$ cat config.mk
export PLATFORM = sky130hd
export DESIGN_NAME = ecp_loop_counter
export DESIGN_NICKNAME = d
export VERILOG_FILES = /design/src/rtl/ecp_pkg.sv /design/src/rtl/ecp_loop_counter.sv
export SDC_FILE = /design/constraint.sdc
export NUM_CORES = 1
export LEC_CHECK = 0
export CAP_MARGIN = 20
export CORE_ASPECT_RATIO = 1.2
export CORE_UTILIZATION = 54
export CTS_CLUSTER_SIZE = 20
export DETAILED_ROUTE_END_ITERATION = 8
export HOLD_SLACK_MARGIN = 0.02
export PLACE_DENSITY = 0.81
export SLEW_MARGIN = 0
export SYNTH_ARGS = -nofsm -noshare
export SYNTH_HDL_FRONTEND = slang
export SYNTH_SLANG_ARGS = --single-unit
export TNS_END_PERCENT = 5
$ cat constraint.sdc
create_clock -name clk -period 4.1 [get_ports clk]
set_input_delay 1.23 -clock clk [delete_from_list [all_inputs] [get_ports clk]]
set_output_delay 1.23 -clock clk [all_outputs]
set_load 0.01 [all_outputs]
$ cat src/rtl/ecp_pkg.sv
// Shared constants for the elliptic-curve processor sequencer blocks.
package ecp_pkg;

    // Loop counter control states
    localparam logic [1:0] ECP_LC_IDLE = 2'd0;
    localparam logic [1:0] ECP_LC_RUN  = 2'd1;
    localparam logic [1:0] ECP_LC_DONE = 2'd2;

    // Count direction encoding
    localparam logic ECP_DIR_DOWN = 1'b0;
    localparam logic ECP_DIR_UP   = 1'b1;

endpackage

$ cat src/rtl/ecp_loop_counter.sv
// Up/down loop counter for the EC processor sequencer.
// Produces the bit index for scalar-multiply loops and the word index for
// field-op loops. It has a programmable limit, a one-shot/wrap mode, a
// terminal-count flag and a done pulse.
module ecp_loop_counter
    import ecp_pkg::*;
#(
    parameter int               WIDTH     = 10,
    parameter logic [WIDTH-1:0] RESET_VAL = '0
) (
    input  logic             clk,
    input  logic             rst_n,
    input  logic             start,
    input  logic             abort,
    input  logic             enable,
    input  logic             up_down,
    input  logic             oneshot,
    input  logic [WIDTH-1:0] load_val,
    input  logic [WIDTH-1:0] limit,
    output logic [WIDTH-1:0] count_out,
    output logic             busy,
    output logic             tc,
    output logic             done
);

    logic [1:0]       state;
    logic [1:0]       state_next;
    logic [WIDTH-1:0] count_next;
    logic             dir;
    logic             dir_next;
    logic             osh;
    logic             osh_next;
    logic [WIDTH-1:0] lim;
    logic [WIDTH-1:0] lim_next;
    logic             at_term;
    logic             tc_next;

    // Next state, next count, config latch and the registered terminal flag
    always_comb begin
        state_next = state;
        count_next = count_out;
        dir_next   = dir;
        osh_next   = osh;
        lim_next   = lim;
        at_term    = (dir == ECP_DIR_UP) ? (count_out == lim) : (count_out == '0);

        case (state)
            ECP_LC_RUN: begin
                if (abort) begin
                    state_next = ECP_LC_IDLE;
                end else if (start) begin
                    count_next = load_val;
                    dir_next   = up_down;
                    osh_next   = oneshot;
                    lim_next   = limit;
                end else if (enable) begin
                    if (at_term) begin
                        if (osh) begin
                            state_next = ECP_LC_DONE;
                        end else if (dir == ECP_DIR_UP) begin
                            count_next = '0;
                        end else begin
                            count_next = lim;
                        end
                    end else if (dir == ECP_DIR_UP) begin
                        count_next = count_out + 1'b1;
                    end else begin
                        count_next = count_out - 1'b1;
                    end
                end
            end
            default: begin
                state_next = ECP_LC_IDLE;
                if (!abort && start) begin
                    state_next = ECP_LC_RUN;
                    count_next = load_val;
                    dir_next   = up_down;
                    osh_next   = oneshot;
                    lim_next   = limit;
                end
            end
        endcase

        tc_next = (state_next == ECP_LC_RUN) &&
                  ((dir_next == ECP_DIR_UP) ? (count_next == lim_next) : (count_next == '0));
    end

    // State, count, latched config and tc registers
    always_ff @(posedge clk or negedge rst_n) begin
        if (!rst_n) begin
            state     <= ECP_LC_IDLE;
            count_out <= RESET_VAL;
            dir       <= ECP_DIR_DOWN;
            osh       <= 1'b0;
            lim       <= '0;
            tc        <= 1'b0;
        end else begin
            state     <= state_next;
            count_out <= count_next;
            dir       <= dir_next;
            osh       <= osh_next;
            lim       <= lim_next;
            tc        <= tc_next;
        end
    end

    assign busy = (state == ECP_LC_RUN);
    assign done = (state == ECP_LC_DONE);

endmodule
Word level (Yosys, flattened, before mapping)
Cells that the tools add are included.
{"block": "word_totals", "reg_bits": 25, "in_bits": 27}
{"block": "classes", "reduce_logical": 7, "add_sub_neg": 2, "n_eq_ne": 7, "muxes": 30}
{"operator": "$mux 10", "n": 13}
{"operator": "$eq 10x10->1", "n": 2}
{"operator": "$logic_not 10->1", "n": 2}
{"operator": "$mux 2", "n": 6}
{"operator": "$mux 1", "n": 11}
{"operator": "$add 10x1->10 const B", "n": 1}
{"operator": "$sub 10x1->10 const B", "n": 1}
{"operator": "$eq 2x1->1 const B", "n": 2}
{"operator": "$ne 2x2->1 const B", "n": 2}
{"operator": "$reduce_and 3->1", "n": 1}
{"operator": "$eq 2x2->1 const B", "n": 1}
{"operator": "$logic_and 1x1->1", "n": 2}
{"operator": "$reduce_bool 2->1", "n": 1}
{"operator": "$logic_not 1->1", "n": 1}

Logic depth before layout (Yosys ltp)
{"block": "logic_depth", "depth_word": 10, "ltp_mapped": 12, "mapped_depth_nobuf": 11}

Least setup slack after synthesis
No wires, ideal clock.
{"block": "synth_path", "path_type": "input -> register", "from": "input start", "to": "register tc", "setup_ns": 0.084, "arrival_ns": 3.304, "setup_slack_ns": 0.712, "n_path_buf": 2, "stages": 11, "required_ns": 4.016, "path_cell_list": "clkbuf_1 > nor2b_1 > clkbuf_1 > mux2_2 > and2_1 > a21oi_1 > and4_1 > o211ai_1 > nor4_1 > nand4_1 > o22ai_1"}
{"block": "synth_between", "elab_chain_cells": 6, "elab_cells_between_ends": 22, "classes_between": "2 x eq/ne; 17 x mux; 3 x reduce/logical"}
{"item": "from (decl)", "line": "ecp_loop_counter.sv:13", "text": "input logic start,"}
{"item": "$mux 10 or $logic_and 1x1->1 (tied branches)", "line": "ecp_loop_counter.sv:51, ecp_loop_counter.sv:74"}
{"item": "$mux 10, on equally long branches", "line": "ecp_loop_counter.sv:49, ecp_loop_counter.sv:74"}
{"item": "$mux 10 (*)", "line": "ecp_loop_counter.sv:47", "text": "case (state)"}
{"item": "net lim_next[6]", "line": "ecp_loop_counter.sv:34", "text": "logic [WIDTH-1:0] lim_next;"}
{"item": "$eq 10x10->1 (*)", "line": "ecp_loop_counter.sv:85", "text": "((dir_next == ECP_DIR_UP) ? (count_next == lim_next) : (count_next == '0));"}
{"item": "$mux 1 (*)", "line": "ecp_loop_counter.sv:85"}
{"item": "$logic_and 1x1->1 (*)", "line": "ecp_loop_counter.sv:84", "text": "tc_next = (state_next == ECP_LC_RUN) &&"}
{"item": "net tc_next", "line": "ecp_loop_counter.sv:36", "text": "logic tc_next;"}
{"item": "to (signal assigned)", "line": "ecp_loop_counter.sv:103", "text": "tc <= tc_next;"}
{"item": "to (decl)", "line": "ecp_loop_counter.sv:22", "text": "output logic tc,"}
The timed path passes the listed nets; every way through them passes the cells marked *.
A chain may end at the register's enable or synchronous reset.

Worst setup path in the final report
{"block": "layout_path", "from": "input abort", "to": "register tc"}
{"block": "layout_between", "elab_chain_cells": 7, "elab_cells_between_ends": 19, "classes_between": "2 x eq/ne; 13 x mux; 4 x reduce/logical"}
{"item": "from (decl)", "line": "ecp_loop_counter.sv:14", "text": "input logic abort,"}
{"item": "$logic_not 1->1", "line": "ecp_loop_counter.sv:74", "text": "if (!abort && start) begin"}
{"item": "$logic_and 1x1->1", "line": "ecp_loop_counter.sv:74"}
{"item": "$mux 10", "line": "ecp_loop_counter.sv:74"}
{"item": "$mux 10 (*)", "line": "ecp_loop_counter.sv:47"}
{"item": "net count_next[5]", "line": "ecp_loop_counter.sv:28", "text": "logic [WIDTH-1:0] count_next;"}
{"item": "$eq 10x10->1 or $logic_not 10->1 (tied branches)", "line": "ecp_loop_counter.sv:85"}
{"item": "$mux 1 (*)", "line": "ecp_loop_counter.sv:85"}
{"item": "$logic_and 1x1->1 (*)", "line": "ecp_loop_counter.sv:84"}
{"item": "net tc_next", "line": "ecp_loop_counter.sv:36"}
Marks and branches as above.

==> flow_summary_export.csv <==
group,metric,value,unit
placed_design,hpwl,5630,um
yosys,synth-seq-cells,25,
yosys,syn_avg_cell_area,8.17,um^2
clocking,clk_latency,290,ps
worst_setup_path,rr_startpoint,"count_out[0]",
yosys,synth_most_common_cell,"nand2_1",
sta,clock_skew,12.8,ps
floorplanning,dieArea,4530,um^2
status,status,"complete, no violations",
yosys,synthDistinctLibCells,67,
pwr,power_density,425,nW/um^2
detailed_routing,drt_pass1_iterations,5,
detailed_routing,drcViolationCount,0,
worst_setup_path,max_stage_delay,540,ps
worst_setup_path,startpoint_type,"input port",
yosys,synth-edff-count,0,
global_route,grt_util_all_layers,0.346,
pwr,vdd_drop_max,0.317,mV
worst_setup_path,required,4320,ps
detailed_routing,antenna_left,0,
clocking,clk_path_buf_depth,2,
placed_design,port_buffers,39,
worst_setup_path,r2r-end,"tc",
worst_setup_path,worstPathMaxFanout,8,
worst_setup_path,r2r_slack,530,ps
finish,final_area,2880,um^2
yosys,synth_commonest_cells,"nand2_1, dfrtp_1, a21oi_1",
worst_setup_path,arrival,3970,ps
yosys,synthTopCellsByArea,"dfrtp_1, nand2_1, a21oi_1",
sta,tightest_slew,641,ps
clocking,clk_pin_slew,100,ps
clocking,numCtsBuffers,3,
worst_setup_path,crit_path_end,"tc",
clocking,clockRootBuffer,"clkbuf_8",
floorplanning,start_util,0.576,
yosys,synth_top_area_frac,0.271,
finish,layout.nets,368,
floorplanning,die_w,61.6,um
global_route,grt-busiest-layer,"met2",
pwr,p_leak,1.17,nW
worst_setup_path,critPathCaptureType,"flip-flop",
finish,n_antenna_cell,0,
yosys,synthFlopType,"dfrtp_1",
detailed_routing,wire_per_inst,18.8,um
placed_design,place.gp.congestion,1.03,
worst_setup_path,setup.worst_path.class,"input port to flip-flop",
detailed_routing,drt_iter0_drc,208,
yosys,synth_nets,318,
clocking,holdBufCountCts,0,
yosys,synth_async_sr_flop_share,1.00,
finish,fill_cells,342,
yosys,synth-seq-area-share,0.271,
sta,hold_viol,0,
floorplanning,die_h,73.6,um
finish,syn2layout_area_growth,24.9,%
clocking,cts_resized,0,
clocking,post-cts-setup-buffer-count,0,
global_route,grt_pass1_vias,2322,
global_route,grt_max_degree,26,
clocking,cts_sinks,25,
detailed_routing,viasPerCell,6.41,
sta,setup_violations,0,
worst_setup_path,rr_worst_depth,10,
detailed_routing,num_vias,2469,
sta,setup_tns,0,ps
worst_setup_path,crit_top_cell,"or4_1",
sta,post-route-period-util,0.916,
run,cap_violations,0,
floorplanning,core,4000,um^2
global_route,antenna_found_initial,0,
worst_hold_path,holdCritPathClass,"flip-flop to flip-flop",
clocking,h-tree-depth,1,
finish,drive_gt1_frac,0.103,
yosys,synthCells,282,
worst_setup_path,crit_slowest_cell,"clkdlybuf4s50_1",
yosys,yosys_warnings,0,
clocking,cts_tree,"done",
sta,report.final.slew_viol_count,0,
global_route,grt_overflow,0,
global_route,met3_usage,0.0299,
floorplanning,io_pins,40,
sta,rsz0062_at_grt,"false",
placed_design,post_dp_cell_area,2830,um^2
sta,min_period,3760,ps
floorplanning,num_rows,25,
yosys,yosys.area.top_type,"dfrtp_1",
sta,fmax,266,MHz
sta,relSlewSlack,0.568,
yosys,syn_area,2300,um^2
global_route,use_met2,0.556,
worst_setup_path,cp_cell_sequence,"clkdlybuf4s50_1, inv_1, nand3_1, nor2_1, a31oi_1, o41a_2, or4_1, or4_1, o22ai_1",
global_route,grt_use_met1,0.469,
worst_setup_path,cp-startpoint,"abort",
global_route,grt_pass1_wl,11200,um
detailed_routing,routed_wl,7240,um
[layout by cell type, fill, tap and decap left out, types with 4 or more instances in the layout]
master and n:
o21ai_0 11, and3_1 5, inv_1 19, ha_1 8
o22ai_1 7, nor2b_1 5, dfrtp_1 25, a31oi_1 6
nor4_1 6, nand2b_1 4, clkdlybuf4s50_1 39, buf_4 14
nand3_1 11, nand2_1 31, xnor2_1 13, nor3_1 6
a21oi_1 23, xor2_1 5, nor2_1 14, mux2i_1 6
nand4_1 7
[flip-flops by register name, indices dropped and copies added, names as in the netlist]
signal / count
count_out: 10
lim: 10
state: 2
dir: 1
osh: 1
tc: 1
[worst max-delay path, delay by kind of cell]
| kind | cells | cell delay, ps |
|---|---|---|
| AO/OA/AOI/OAI | 3 | 440 |
| buffers and inverters | 2 | 760 |
| AND/OR/NAND/NOR | 4 | 1540 |
[metal layers]
metal | vias to the layer above | wire, um
met5 | - | 0
li1 | 1158 | -
met2 | 133 | 3490
met3 | 20 | 582
met1 | 1158 | 2950
met4 | 0 | 216
[final cells by class]
class                   count  area, um^2  area share
multi-input cells         229        1570       0.544
clock buffers               3        41.3      0.0143
repair buffers             53         495       0.172
flip-flops and latches     25         626       0.217
clock inverters             1        7.51     0.00261
inverters                  20        75.1      0.0261
well taps                  54        67.6      0.0235
[stage by stage]
step                      total power, mW  instances  setup WS (ps)  hold slack, ps  utilization
after floorplan                     0.810        282            712             517            -
after global placement               1.04        381            124             572        0.707
after detailed placement             1.05        381            102             588        0.707
after CTS                            1.21        385            416             610        0.719
after global routing                 1.30        385            195             645        0.719
final                                1.22        385            343             611        0.719
[kinds of logic (layout without fill, tap and decap cells)]
family / count (synthesis) / count (layout) / synth area share
muxes: 8 / 8 / 0.0358
AOI/OAI and AO/OA: 81 / 81 / 0.241
DFF: 25 / 25 / 0.271
buffers and inverters: 28 / 77 / 0.0494
xor gates and xnor gates: 21 / 21 / 0.0896
adders and majority gates: 9 / 9 / 0.0521
and+or+nand+nor: 110 / 110 / 0.261
[power by group]
group | leakage (nW) | total (mW) | internal (mW) | switching (mW)
combinational | 0.847 | 0.704 | 0.319 | 0.385
sequential | 0.303 | 0.359 | 0.285 | 0.0736
clock | 0.0217 | 0.161 | 0.0694 | 0.0919
[how the worst min path moves through the flow]
| stage | from | slack (ps) | depth (start not counted) | to |
|---|---|---|---|---|
| final | lim[0] | 610 | 2 | lim[0] |
| after global routing | lim[0] | 640 | 2 | lim[0] |
| after CTS | lim[0] | 610 | 2 | lim[0] |
| after detailed placement | lim[0] | 590 | 2 | lim[0] |
| after global placement | lim[5] | 570 | 2 | lim[5] |
| after floorplan | lim[5] | 520 | 2 | lim[5] |
Power figures use the tool's default switching activity.
